## src/rtl/uart_tx_arbiter.sv

```systemverilog
// rtl/uart_tx_arbiter.sv - round-robin message arbiter in front of a single UART transmitter
// Grants whole messages, sequences the byte handshake and revokes a stalled grant via a watchdog.
module uart_tx_arbiter #(
    parameter int NREQ    = 3,
    parameter int TIMEOUT = 4096
) (
    input  logic              i_clk,
    input  logic              i_rst_n,
    input  logic [NREQ-1:0]   i_req,
    input  logic [NREQ-1:0]   i_stb,
    input  logic [8*NREQ-1:0] i_data,
    input  logic [NREQ-1:0]   i_last,
    output logic [NREQ-1:0]   o_ack,
    output logic [NREQ-1:0]   o_grant,
    output logic              o_tx_stb,
    output logic [7:0]        o_tx_data,
    input  logic              i_tx_busy,
    output logic              o_timeout
);

    localparam int PW = $clog2(NREQ);
    localparam int WW = $clog2(TIMEOUT);
    localparam logic [WW-1:0]   WDOG_MAX = WW'(TIMEOUT - 1);
    localparam logic [NREQ-1:0] ONE      = NREQ'(1);

    typedef enum logic [2:0] {
        S_IDLE,
        S_GRANTED,
        S_STROBE,
        S_DRAIN,
        S_RELEASE
    } state_t;

    state_t          state;
    logic [PW-1:0]   g;
    logic [PW-1:0]   rr_ptr;
    logic [WW-1:0]   wdog;
    logic            lastf;
    logic [PW-1:0]   pick;
    logic            pick_valid;

    function automatic logic [PW-1:0] rr_index(input logic [PW-1:0] base, input int off);
        int s;
        s = int'(base) + off;
        if (s >= NREQ) s = s - NREQ;
        return PW'(s);
    endfunction

    // Walk from the farthest offset back to rr_ptr so the nearest requester wins.
    always_comb begin
        pick       = '0;
        pick_valid = 1'b0;
        for (int i = NREQ - 1; i >= 0; i--) begin
            if (i_req[rr_index(rr_ptr, i)]) begin
                pick       = rr_index(rr_ptr, i);
                pick_valid = 1'b1;
            end
        end
    end

    always_ff @(posedge i_clk or negedge i_rst_n) begin
        if (!i_rst_n) begin
            state     <= S_IDLE;
            g         <= '0;
            rr_ptr    <= '0;
            wdog      <= '0;
            lastf     <= 1'b0;
            o_ack     <= '0;
            o_grant   <= '0;
            o_tx_stb  <= 1'b0;
            o_tx_data <= '0;
            o_timeout <= 1'b0;
        end else begin
            case (state)
                S_IDLE: begin
                    if (pick_valid) begin
                        g       <= pick;
                        o_grant <= ONE << pick;
                        wdog    <= '0;
                        state   <= S_GRANTED;
                    end
                end
                S_GRANTED: begin
                    // A dropped request aborts the message even if a byte is on offer.
                    if (!i_req[g]) begin
                        state <= S_RELEASE;
                    end else if (i_stb[g] && !i_tx_busy) begin
                        o_tx_stb  <= 1'b1;
                        o_tx_data <= i_data[int'(g)*8 +: 8];
                        o_ack     <= ONE << g;
                        lastf     <= i_last[g];
                        state     <= S_STROBE;
                    end else if (wdog == WDOG_MAX) begin
                        o_timeout <= 1'b1;
                        state     <= S_RELEASE;
                    end else begin
                        wdog <= wdog + WW'(1);
                    end
                end
                S_STROBE: begin
                    o_tx_stb <= 1'b0;
                    o_ack    <= '0;
                    wdog     <= '0;
                    state    <= S_DRAIN;
                end
                S_DRAIN: begin
                    if (!i_tx_busy) state <= lastf ? S_RELEASE : S_GRANTED;
                end
                S_RELEASE: begin
                    o_grant   <= '0;
                    o_timeout <= 1'b0;
                    rr_ptr    <= rr_index(g, 1);
                    state     <= S_IDLE;
                end
                default: state <= S_IDLE;
            endcase
        end
    end

endmodule

```

## config.mk

```make
export PLATFORM = sky130hd
export DESIGN_NAME = uart_tx_arbiter
export DESIGN_NICKNAME = d
export VERILOG_FILES = /design/src/rtl/uart_tx_arbiter.sv
export SDC_FILE = /design/constraint.sdc
export NUM_CORES = 1
export LEC_CHECK = 0
export BUFFER_PORTS_ARGS = -buffer_cell sky130_fd_sc_hd__buf_2
export CAP_MARGIN = 20
export CELL_PAD_IN_SITES_DETAIL_PLACEMENT = 1
export CELL_PAD_IN_SITES_GLOBAL_PLACEMENT = 1
export CORE_MARGIN = 3
export CORE_UTILIZATION = 40
export DETAILED_ROUTE_END_ITERATION = 8
export GPL_TIMING_DRIVEN = 0
export PLACE_DENSITY = 0.77
export SETUP_SLACK_MARGIN = 0.05
export SYNTH_ARGS = -nofsm -noshare
export SYNTH_HDL_FRONTEND = slang
export SYNTH_SLANG_ARGS = --single-unit
```

## constraint.sdc

```tcl
create_clock -name i_clk -period 5.1 [get_ports i_clk]
set_input_delay 1.02 -clock i_clk [delete_from_list [all_inputs] [get_ports i_clk]]
set_output_delay 1.02 -clock i_clk [all_outputs]
set_load 0.01 [all_outputs]
```

==> results of run 1 <==
worst max-delay path: cells and delay by family:
family / cells / cell delay (ns)
compound gates: 1 / 0.12
buf+inv: 2 / 0.46
mux: 2 / 0.53
simple gates: 1 / 0.48
per-layer routing:
layer / global-route usage / vias up / share of wire
met5: 0 / - / 0
met3: 0.0456 / 8 / 0.041
met1: 0.256 / 1018 / 0.44
met2: 0.360 / 37 / 0.51
met4: 0.0482 / 0 / 0.0085
li1: - / 1009 / -
through the flow:
step / util / power, mW
2_1_floorplan: - / 1.03
3_3_place_gp: 0.479 / 1.25
3_5_place_dp: 0.479 / 1.28
4_1_cts: 0.495 / 1.50
5_1_grt: 0.495 / 1.62
6_report: 0.495 / 1.48
how the worst max path moves through the flow:
stage	startpoint	end	cells past startpoint
CTS	i_req[2]	o_tx_data[5]	6
detailed placement	i_req[2]	o_tx_data[5]	6
finish	i_req[2]	o_tx_data[5]	6
floorplan	i_req[2]	o_tx_data[0]	5
global placement	i_req[2]	o_tx_data[7]	6
global route	rr_ptr[1]	o_grant[1]	8
placed cells by master, fill, tap and decap left out, types with 6 or more instances in the layout:
cell	instances
sky130_fd_sc_hd__nor2_1	14
sky130_fd_sc_hd__nor3_1	8
sky130_fd_sc_hd__mux2i_1	11
sky130_fd_sc_hd__clkbuf_8	6
sky130_fd_sc_hd__clkbuf_1	7
sky130_fd_sc_hd__inv_1	14
sky130_fd_sc_hd__mux2_2	10
sky130_fd_sc_hd__and3_1	8
sky130_fd_sc_hd__dfrtp_1	36
sky130_fd_sc_hd__a21oi_1	9
sky130_fd_sc_hd__ha_1	9
sky130_fd_sc_hd__a221o_1	8
sky130_fd_sc_hd__buf_2	53
sky130_fd_sc_hd__o21ai_0	18
sky130_fd_sc_hd__nand2_1	25
registers in the layout (all words and copies together) (netlist names):
register,count
g,2
lastf,1
o_ack,3
o_grant,3
o_timeout,1
o_tx_data,8
o_tx_stb,1
rr_ptr,2
state,3
wdog,12
where the power goes:
group	switching, mW	total [mW]	internal [mW]
Clock	0.107	0.218	0.110
Combinational	0.477	0.822	0.346
Sequential	0.0652	0.443	0.378
Total	0.649	1.48	0.834
layout make-up:
| type | instances | area, µm² | share of cell area |
|---|---|---|---|
| flip-flops and latches | 36 | 901 | 0.327 |
| clock buffers | 8 | 90.1 | 0.0327 |
| inverters | 14 | 52.6 | 0.0191 |
| plain buffers | 11 | 58.8 | 0.0213 |
| multi-input cells | 183 | 1310 | 0.475 |
| repair buffers | 51 | 255 | 0.0926 |
| well taps | 72 | 90.1 | 0.0327 |
kinds of logic after synthesis:
family,after synthesis,share of synthesized area
AND/OR/NAND/NOR,87,0.206
AO/OA/AOI/OAI,66,0.214
flip-flops,36,0.388
buffers and inverters,25,0.0479
multiplexers,21,0.0959
adder cells (fa/ha/maj),9,0.0485
==> metrics.yaml, run 1 <==
timing:
  clock.fmax_mhz: 410
  unrepaired_setup_endpoints_after_global_routing: "no"
  fin_tns_setup_ns: 0
  max_slew_margin: 0.450
  report.final.hold_viol_count: 0
  maxSlewViolCount: 0
  final.period_utilization: 0.478
  timing_worst_slew_pin_value_ns: 0.825
  holdWs_ns: 0.504
  setup_ws_ns: 2.66
  setup_viol_count_final: 0
  fin_worst_skew_ns: 0.00351
  period_minus_slack_ns: 2.44
placed_design:
  hpwlAfterDp_um: 4720
  gpl.final_weighted_congestion: 0.784
  postPlaceCellArea_mm2: 0.00267
  post-place-cells: 367
  port_buffers: 51
  place_ws_ns: 2.34
global_routing:
  grtUsageTotal: 0.206
  grt_first_pass_wirelength_um: 10800
  antenna_found_initial: 0
  via_count_of_the_first_global_routing_pass: 2203
  grt-ovfl-total: 0
  grt_max_degree: 37
cells_and_area:
  nNetsFinal: 347
  drive_above_1_share: 0.271
  antennaDiodeCount: 0
  post_layout_nonfiller_instances: 375
  area_growth_from_synthesis_to_layout_pct: 18.7
  design_area_mm2: 0.00276
  fill_cells: 693
clock_network:
  cts.reportedPaths.clkPinSlew_ns: 0.07
  cts.root.buffer_cell: "sky130_fd_sc_hd__clkbuf_8"
  post_cts_buffers: 0
  postCtsHoldBufs: 0
  cts_buffers: 5
  cts.htree.levels: 2
  tritoncts_num_sinks: 36
  worst_skew_pair.late_latency_ns: 0.29
  cts_tree: "yes"
  cts.repair.resized: 0
  clock_tree.buffer_depth: 2
setup_path:
  setup.reg_to_reg.worst_slack_ns: 2.72
  cell_depth_of_the_worst_flop_to_flop_path: 8
  cpMaxStageDelayCell: "sky130_fd_sc_hd__nor4_2"
  critical_path.cell_chain: "buf_2, mux2_2, a22oi_2, nor4_2, buf_2, mux2_2"
  worst_ep_required_ns: 5.28
  setup.worst_path.start_class: "input pin"
  worstSetupEndpointType: "register"
  cp_slowest_stage_delay_ns: 0.48
  crit-reg2reg-capture: "o_grant[1]"
  timing.critical_path.arrival_ns: 2.62
  timing.critical_path.fanout_max: 10
  timing.rr.start: "rr_ptr[1]"
  crit_type: "input pin to register"
synthesis:
  synth_cell_types: 53
  asyncSetResetFlopFracSynth: 1.00
  yosysTopAreaCell: "sky130_fd_sc_hd__dfrtp_1"
  number_of_enable_type_register_cells_in_the_synthesized_netlist: 0
  synth_seq_area_share: 0.388
  post_synth.cell_area_avg_um2: 9.52
  share_of_the_synthesized_area_in_the_top_cell_type: 0.388
  yosys_most_used_dff: "sky130_fd_sc_hd__dfrtp_1"
  syn_inst: 244
  synth.yosys.warnings: 0
  synth_seq_cells: 36
  postSynthNetCount: 289
  syn-cell-area_mm2: 0.00232
  yosys-top-cells-count: "36 x sky130_fd_sc_hd__dfrtp_1, 25 x sky130_fd_sc_hd__nand2_1, 18 x sky130_fd_sc_hd__o21ai_0"
  synth_top_cells_by_area: "sky130_fd_sc_hd__dfrtp_1 39%, sky130_fd_sc_hd__ha_1 4.8%, sky130_fd_sc_hd__mux2_2 4.8%, sky130_fd_sc_hd__mux2i_1 4.7%, sky130_fd_sc_hd__nand2_1 4.0%"
  yosysMostFrequentCell: "sky130_fd_sc_hd__dfrtp_1"
pwr:
  vdd_ir_drop_max_v: 0.000256
  power_per_cell_area_mw_per_mm2: 538
  total_leakage_power_nw: 1.31
routing:
  detail_route.wirelength_um: 6270
  routed_wire_length_per_instance_um: 16.7
  drt-vias-per-instance: 5.53
  drtAntennaViolNets: 0
  drc: 0
  total_number_of_vias: 2072
  initialDrtViolationCount: 62
  drt-pass1-iter-count: 4
outcome:
  run_status: "finished, final reports clean"
hold_path:
  worst_hold_path.num_cells: 1
  hold_path_end: "o_tx_data[6]"
  worst_hold_path_type: "register to register"
  min-delay-start: "o_tx_data[6]"
floorplanning:
  die_x_um: 82.2
  floorplan.initialDensity: 0.417
  vertical_die_dimension_um: 82.2
  area_of_the_placeable_core_mm2: 0.00557
  area_of_the_die_mm2: 0.00676
  boundaryPins: 52
  num_rows: 27
flow_run:
  cap_violations: 0
Power figures use the tool's default switching activity.
==> inputs of run 2 (changes only) <==
clock period = 2.5 ns   (was 5.1 ns; I/O delays follow)
==> run 2 against run 1 <==
Compared with the run above: hold slack worse by 0.21 ns; die area unchanged; final cell count decreased by 0.27%; register-to-register slack got worse by 2.5 ns; flip-flop and latch count unchanged; core utilization grew 0.29 points; cell area grew 0.59%; largest power group unchanged.
==> metrics.yaml, run 2 (same netlist as run 1, synthesis figures left out) <==
outcome:
  run_status: "finished, final reports clean"
pwr:
  pwr-share-seq: 0.295  # -0.004
  power_per_cell_area_mw_per_mm2: 1110  # +110%
  total_leakage_power_nw: 1.31  # +0.21%
  p_sw_frac: 0.440  # +0.00206
  internal_power_mw: 1.72  # +110%
  combPwrFrac: 0.560  # +0.006
  switching_power_mw: 1.35  # +110%
  vdd_ir_drop_max_v: 0.000534  # +110%
  power_frac_clock: 0.145  # -0.002
clock_network:
  cts_buffers: 5  # unchanged
  cts.repair.resized: 0  # unchanged
  worst_skew_pair.late_latency_ns: 0.30  # about the same
  tritoncts_num_sinks: 36  # unchanged
  post_cts_buffers: 0  # unchanged
  cts.reportedPaths.clkPinSlew_ns: 0.07  # about the same
  cts.root.buffer_cell: "sky130_fd_sc_hd__clkbuf_8"
  clock_tree.buffer_depth: 2  # unchanged
  postCtsHoldBufs: 0  # unchanged
  cts.htree.levels: 2  # unchanged
  cts_tree: "yes"
global_routing:
  antenna_found_initial: 0  # unchanged
  grtUsageTotal: 0.206  # unchanged
  via_count_of_the_first_global_routing_pass: 2203  # unchanged
  grt-ovfl-total: 0  # unchanged
  grt_max_degree: 37  # unchanged
  grt_first_pass_wirelength_um: 10800  # unchanged
flow_run:
  cap_violations: 0  # unchanged
floorplanning:
  vertical_die_dimension_um: 82.2  # unchanged
  area_of_the_placeable_core_mm2: 0.00557  # unchanged
  die_x_um: 82.2  # unchanged
  area_of_the_die_mm2: 0.00676  # unchanged
  num_rows: 27  # unchanged
  floorplan.initialDensity: 0.417  # unchanged
  boundaryPins: 52  # unchanged
cells_and_area:
  antennaDiodeCount: 0  # unchanged
  max_flop_register: "wdog"
  drive_above_1_share: 0.278  # +0.00752
  area_growth_from_synthesis_to_layout_pct: 19.5
  largest_registers: "wdog: 12 flops, o_tx_data: 8 flops"
  largest_register_ff_count: 12  # unchanged
  nNetsFinal: 346  # -0.29%
  final_common_cell: "sky130_fd_sc_hd__buf_2"
  most-common-layout-cells: "53 x sky130_fd_sc_hd__buf_2, 36 x sky130_fd_sc_hd__dfrtp_1, 25 x sky130_fd_sc_hd__nand2_1, 18 x sky130_fd_sc_hd__o21ai_0"
setup_path:
  cell_depth_of_the_worst_flop_to_flop_path: 6  # -2
  setup.worst_path.start_class: "register"
  timing.critical_path.fanout_max: 8  # -2
  worst_ep_required_ns: 2.68  # -2.60 ns
  timing.rr.start: "g[1]"
  setup.reg_to_reg.worst_slack_ns: 0.25  # -2.47 ns
  worstSetupEndpointType: "register"
  timing.critical_path.arrival_ns: 2.43  # -0.19 ns
  crit_type: "register to register"
  crit-reg2reg-capture: "wdog[5]"
routing:
  initialDrtViolationCount: 58  # -6.5%
  drtAntennaViolNets: 0  # unchanged
  total_number_of_vias: 2067  # -0.24%
  drc: 0  # unchanged
  routed_wire_length_per_instance_um: 16.8  # +0.84%
  drt-pass1-iter-count: 4  # unchanged
  drt-vias-per-instance: 5.53  # about the same
  detail_route.wirelength_um: 6300  # +0.57%
timing:
  holdWs_ns: 0.294  # -0.210 ns
  clock.fmax_mhz: 445
  report.final.hold_viol_count: 0  # unchanged
  final.period_utilization: 0.899
  period_minus_slack_ns: 2.25
  max_slew_margin: 0.450  # about the same
  fin_tns_setup_ns: 0  # unchanged
  unrepaired_setup_endpoints_after_global_routing: "no"
  fin_worst_skew_ns: 0.00354  # +0.0000322 ns
  setup_viol_count_final: 0  # unchanged
  maxSlewViolCount: 0  # unchanged
  timing_worst_slew_pin_value_ns: 0.825  # +0.000147 ns
hold_path:
  worst_hold_path_type: "input pin to async pin"
placed_design:
  port_buffers: 51  # unchanged
  hpwlAfterDp_um: 4720  # unchanged
  gpl.final_weighted_congestion: 0.784  # unchanged
## run 2: cell count changes in the layout (fill, tap and decap cells not counted), sizes merged
cell,before,now
clkbuf,13,12
## run 2: how the worst max path moves through the flow
| stage | startpoint | end |
|---|---|---|
| after floorplan | g[1] | o_tx_data[0] |
| after global placement | rr_ptr[1] | o_grant[1] |
| after detailed placement | rr_ptr[1] | o_grant[1] |
| after CTS | rr_ptr[1] | o_grant[1] |
| after global routing | g[1] | o_ack[0] |
| final | g[1] | wdog[5] |
## run 2: per-layer routing
metal	global-route usage	part of all wire	vias up
met3	0.0456	0.041	6
met1	0.256	0.43	1013
met2	0.360	0.52	39
met4	0.0482	0.0086	0
li1	-	-	1009
met5	0	0	-
## run 2: power by group through the flow
| stage | sequential [mW] | combinational, mW | clock [mW] |
|---|---|---|---|
| detailed placement | 0.913 | 1.69 | 0 |
| floorplan | 0.941 | 1.15 | 0 |
| global route | 0.932 | 1.92 | 0.484 |
| finish | 0.906 | 1.72 | 0.445 |
| CTS | 0.907 | 1.70 | 0.458 |
| global placement | 0.908 | 1.64 | 0 |
## run 2: per-stage QoR
stage	worst slack (ns)	power (mW)	utilization	cell area, µm²	std cells
floorplan	0.534	2.09	-	2320	244
global placement	0.203	2.55	0.479	2670	367
detailed placement	0.123	2.60	0.479	2670	367
CTS	0.104	3.06	0.495	2760	375
global route	0.0752	3.34	0.498	2770	374
finish	0.252	3.07	0.498	2770	374
## run 2: area by class of cell
class,count,area [µm²]
Fill cell,691,2800
Multi-Input combinational cell,183,1330
Sequential cell,36,901
Timing Repair Buffer,51,255
Clock buffer,8,90.1
Tap cell,72,90.1
Buffer,10,55.1
Inverter,14,52.6
## run 2: critical path, stage by stage, from the launching register on
cell and delay [ns]:
sky130_fd_sc_hd__dfrtp_1 0.37, sky130_fd_sc_hd__buf_2 0.19, sky130_fd_sc_hd__mux2_2 0.36, sky130_fd_sc_hd__a22oi_2 0.39
sky130_fd_sc_hd__a21o_1 0.31, sky130_fd_sc_hd__nor2_2 0.16, sky130_fd_sc_hd__a221o_1 0.35
